===== config.mk =====
export PLATFORM = sky130hd
export DESIGN_NAME = pht_upd_ctrl
export DESIGN_NICKNAME = d
export VERILOG_FILES = /design/src/rtl/pht_upd_ctrl.sv
export SDC_FILE = /design/constraint.sdc
export NUM_CORES = 1
export LEC_CHECK = 0
export CAP_MARGIN = 20
export CELL_PAD_IN_SITES_DETAIL_PLACEMENT = 1
export CELL_PAD_IN_SITES_GLOBAL_PLACEMENT = 1
export CORE_MARGIN = 2
export CORE_UTILIZATION = 52
export DETAILED_ROUTE_END_ITERATION = 8
export DONT_BUFFER_PORTS = 1
export PLACE_DENSITY_LB_ADDON = 0.1
export SYNTH_ARGS = -nofsm -noshare
export SYNTH_HDL_FRONTEND = slang
export SYNTH_SLANG_ARGS = --single-unit
export TNS_END_PERCENT = 5

===== constraint.sdc =====
create_clock -name clock -period 3.64 [get_ports clock]
set_input_delay 0.546 -clock clock [delete_from_list [all_inputs] [get_ports clock]]
set_output_delay 0.546 -clock clock [all_outputs]
set_load 0.03 [all_outputs]

===== src/rtl/pht_upd_ctrl.sv =====
// PHT update controller: queues up to two retired branches per cycle, writes one per cycle, sweeps a full clear on request.
// Latency: a push reaches the PHT port two edges later; ret_rdy_o drops when fewer than two free slots or while busy clearing.
module pht_upd_ctrl #(
  parameter int LOG_INDEX  = 10,
  parameter int FIFO_DEPTH = 4,
  parameter int LOG_DEPTH  = 2
) (
  input  logic                 clock,
  input  logic                 reset_n,
  input  logic                 ret0_vld_i,
  input  logic [LOG_INDEX-1:0] ret0_index_i,
  input  logic                 ret0_dir_i,
  input  logic                 ret1_vld_i,
  input  logic [LOG_INDEX-1:0] ret1_index_i,
  input  logic                 ret1_dir_i,
  output logic                 ret_rdy_o,
  input  logic                 clr_req_i,
  output logic                 clr_busy_o,
  output logic                 pht_brdir_we_o,
  output logic [LOG_INDEX-1:0] pht_wt_index_o,
  output logic                 pht_brdir_o,
  output logic                 pht_clr_o,
  output logic [LOG_DEPTH:0]   fifo_cnt_o
);

  typedef enum logic [1:0] {RUN, DRAIN, CLEAR} state_t;

  localparam logic [LOG_DEPTH:0] CNT_RDY_MAX = (LOG_DEPTH+1)'(FIFO_DEPTH - 2);

  state_t               state_q;
  logic [LOG_DEPTH-1:0] wr_ptr_q, wr_ptr_d, wr_ptr1, rd_ptr_q, rd_ptr_d;
  logic [LOG_DEPTH:0]   cnt_q, cnt_d;
  logic [LOG_INDEX-1:0] sweep_q;
  logic                 we_q, clr_q, dir_q;
  logic [LOG_INDEX-1:0] idx_q;
  logic [LOG_INDEX:0]   mem_q [FIFO_DEPTH];
  logic [LOG_INDEX:0]   head;
  logic                 push0, push1, pop;

  assign ret_rdy_o      = (state_q == RUN) && (cnt_q <= CNT_RDY_MAX);
  assign clr_busy_o     = (state_q != RUN);
  assign pht_brdir_we_o = we_q;
  assign pht_clr_o      = clr_q;
  assign pht_wt_index_o = idx_q;
  assign pht_brdir_o    = dir_q;
  assign fifo_cnt_o     = cnt_q;
  assign head           = mem_q[rd_ptr_q];

  always_comb begin
    push0    = ret_rdy_o & ret0_vld_i;
    push1    = ret_rdy_o & ret1_vld_i;
    pop      = (state_q != CLEAR) && (cnt_q != '0);
    // slot 1 lands behind slot 0 only when slot 0 actually pushed
    wr_ptr1  = wr_ptr_q + LOG_DEPTH'(push0);
    wr_ptr_d = wr_ptr1 + LOG_DEPTH'(push1);
    rd_ptr_d = rd_ptr_q + LOG_DEPTH'(pop);
    cnt_d    = cnt_q + (LOG_DEPTH+1)'(push0) + (LOG_DEPTH+1)'(push1) - (LOG_DEPTH+1)'(pop);
  end

  always_ff @(posedge clock) begin
    if (push0) mem_q[wr_ptr_q] <= {ret0_dir_i, ret0_index_i};
    if (push1) mem_q[wr_ptr1]  <= {ret1_dir_i, ret1_index_i};
  end

  always_ff @(posedge clock) begin
    if (!reset_n) begin
      state_q  <= RUN;
      wr_ptr_q <= '0;
      rd_ptr_q <= '0;
      cnt_q    <= '0;
      sweep_q  <= '0;
      we_q     <= 1'b0;
      clr_q    <= 1'b0;
      idx_q    <= '0;
      dir_q    <= 1'b0;
    end else begin
      wr_ptr_q <= wr_ptr_d;
      rd_ptr_q <= rd_ptr_d;
      cnt_q    <= cnt_d;
      we_q     <= 1'b0;
      clr_q    <= 1'b0;
      if (pop) begin
        we_q  <= 1'b1;
        idx_q <= head[LOG_INDEX-1:0];
        dir_q <= head[LOG_INDEX];
      end
      case (state_q)
        RUN: if (clr_req_i) state_q <= DRAIN;
        DRAIN: if (cnt_q <= (LOG_DEPTH+1)'(1)) state_q <= CLEAR;
        CLEAR: begin
          we_q    <= 1'b1;
          clr_q   <= 1'b1;
          idx_q   <= sweep_q;
          dir_q   <= 1'b0;
          sweep_q <= sweep_q + LOG_INDEX'(1);
          if (&sweep_q) state_q <= RUN;
        end
        default: state_q <= RUN;
      endcase
    end
  end

endmodule


==> results.ini <==
[run_status]
status = completed

[synthesis]
synth.distinct_cells = 49
synthArstFlopShare = 0
netlist.area_leader.share = 0.334
synth_edf_count = 44
ys_seq_area_frac = 0.496
postSynthAreaPerCell_um2 = 13.2
synth_top_cells_by_count = 44 x edfxtp_1, 32 x dfxtp_1, 24 x mux2_2
synth_area_mm2 = 0.00396
syn-num-nets = 335
ys_warn_count = 0
ys.flop_type = edfxtp_1
synth_most_common_cell = edfxtp_1
ys_ff_latch = 76
synth_area_leaders = edfxtp_1 33%, dfxtp_1 16%, mux2_4 7.6%
yosysTopAreaCell = edfxtp_1
syn_inst = 299

[drt]
drt_iter0_drc = 97
finalWirelength_um = 8670
ant_nets = 0
drc = 0
post_drt_via_cell_ratio = 6.10
firstDrtPassIters = 4
routedWlPerCell_um = 21.4
num_vias = 2478

[cts]
htreeDepth = 3
cts.repair.resized = 0
cts_buffers = 9
cts_tree = done
clk-insertion-delay-late_ns = 0.35
cts_root_buf = clkbuf_8
hold_buffers = 0
cts_setup_buffers = 0
clockBufferDepth = 2
cts_sinks = 76
clkTransAtPathRegs_ns = 0.08

[sta]
max_slew_margin = 0.373
slew_viol_final = 0
rsz0062_at_grt = false
fmax_ghz = 0.300
fin_skew_ns = 0.0109
worstMarginPinSlew_ns = 0.937
finalSetupViolations = 0
post-route-min-period_ns = 3.33
tns_ns = 0
final.period_utilization = 0.915
hold_viol_final = 0

[floorplanning]
ioPinCount = 45
rows = 31
dieArea_mm2 = 0.00832
die_y_um = 91.2
start_util = 0.542
die_x_um = 91.2
core_area_mm2 = 0.00729

[min_path]
hold_class = in2reg

[placement]
dpl.hpwl_um = 5970
place_inst = 390
place_congestion = 0.784
portBuffers = 0

[critical_path]
worst-path-buf-inv = 1
cp_slowest_cell = dfxtp_1
required_ns = 3.74
cp.arrival_ns = 3.43
critPathMaxFanout = 11
cpPeakStageDelay_ns = 0.68
cp-end-kind = flop
crit_chain = nor3b_4 -> o21ai_1 -> inv_1 -> and2_1 -> ha_1 -> nor4b_4 -> o211ai_2 -> mux2_4
path_delay_family = compound AO/OA/AOI/OAI gates
crit_type = reg2reg
cp-start-kind = flop

[power_and_ir_drop]
leakage_nw = 1.56
vdd_ir_drop_max_uv = 308
p_per_area_mw_per_mm2 = 812

[grt]
antenna_found_initial = 0
grt_pass1_vias = 2707
grt_pass1_wl_um = 14300
globalRouteOverflowTotal = 0
grtUsageTotal = 0.227
grt_max_degree = 19

[cells_and_area]
drive_above_1_share = 0.303
fillCellCount = 763
ff_latch_area_mm2 = 0.00196
area_growth_pct = 7.56
multi_input_area_mm2 = 0.00182
final-instance-count-excl-fill = 406
layout.nets = 338
n_antenna_cell = 0

[flow_run]
maxCapViolCount = 0

[registers in the layout, summed over array words and instances, names as in the netlist]
register	flops
fifo_cnt_o	3
pht_wt_index_o	10
pht_clr_o	1
mem_q	44
rd_ptr_q	2
sweep_q	10
pht_brdir_o	1
wr_ptr_q	2
pht_brdir_we_o	1
state_q	2
[layer usage]
layer / track usage / wire length, um
met4: 0.102 / 221
met3: 0.0481 / 430
met2: 0.383 / 4280
met5: 0 / 0
met1: 0.280 / 3740
[kinds of logic after synthesis]
group                      share of synthesized area
muxes                                          0.207
DFF                                            0.496
adders and majority gates                     0.0323
AOI/OAI and AO/OA                             0.0857
and+or+nand+nor                                0.119
xor gates and xnor gates                      0.0174
buffers and inverters                         0.0430
[stage by stage]
stage / total power, mW / instance area (um2) / setup WS [ns] / utilization / hold WS, ns
5_1_grt: 3.66 / 4250 / 0.0815 / 0.583 / 0.313
2_1_floorplan: 2.42 / 3960 / 0.168 / - / 0.465
3_5_place_dp: 2.73 / 4020 / 0.313 / 0.551 / 0.493
3_3_place_gp: 2.66 / 4020 / 0.463 / 0.551 / 0.480
4_1_cts: 3.48 / 4250 / 0.304 / 0.583 / 0.307
6_report: 3.46 / 4250 / 0.309 / 0.583 / 0.313
[where the power goes]
| part | leakage (nW) | switching, mW | internal [mW] |
|---|---|---|---|
| clock | 0.121 | 0.310 | 0.445 |
| combinational | 0.776 | 0.637 | 0.557 |
| sequential | 0.665 | 0.326 | 1.18 |
| total | 1.56 | 1.27 | 2.18 |
[worst paths after layout]
| path | end | cells past startpoint | startpoint | slack [ns] |
|---|---|---|---|---|
| worst max-delay path | mem_q[0][1]$_DFFE_PP_ | 8 | fifo_cnt_o[0]$_SDFF_PN0_ | 0.31 |
| worst min-delay path | wr_ptr_q[0]$_SDFF_PN0_ | 1 | reset_n | 0.31 |
| worst max register to register | mem_q[0][1]$_DFFE_PP_ | 8 | fifo_cnt_o[0]$_SDFF_PN0_ | 0.31 |
| worst min register to register | sweep_q[9]$_SDFFE_PN0P_ | 2 | sweep_q[9]$_SDFFE_PN0P_ | 0.52 |
[cell usage in the layout (no fill, tap or decap), drive strengths merged, types with 2 or more instances in the layout]
cell type / count
buf: 9
nor2: 10
xnor2: 4
nor3b: 2
ha: 7
or4: 3
fa: 2
o21ai: 9
clkbuf: 12
xor2: 3
nand2: 18
inv: 11
nor3: 12
clkinv: 2
nand4: 3
nand3: 6
o211ai: 4
dfxtp: 32
a21oi: 15
bufinv: 2
mux2: 44
or3: 5
o31ai: 3
mux4: 11
and2: 6
edfxtp: 44
nor2b: 5
a221o: 9
o21bai: 2
[area by class of cell]
| class | instances | share of cell area |
|---|---|---|
| Sequential cell | 76 | 0.461 |
| Multi-Input combinational cell | 195 | 0.429 |
| Clock buffer | 12 | 0.0391 |
| Tap cell | 99 | 0.0291 |
| Clock inverter | 4 | 0.0165 |
| Timing Repair Buffer | 9 | 0.0159 |
| Inverter | 11 | 0.00971 |
Note: power is estimated with default switching activity, not from simulation.
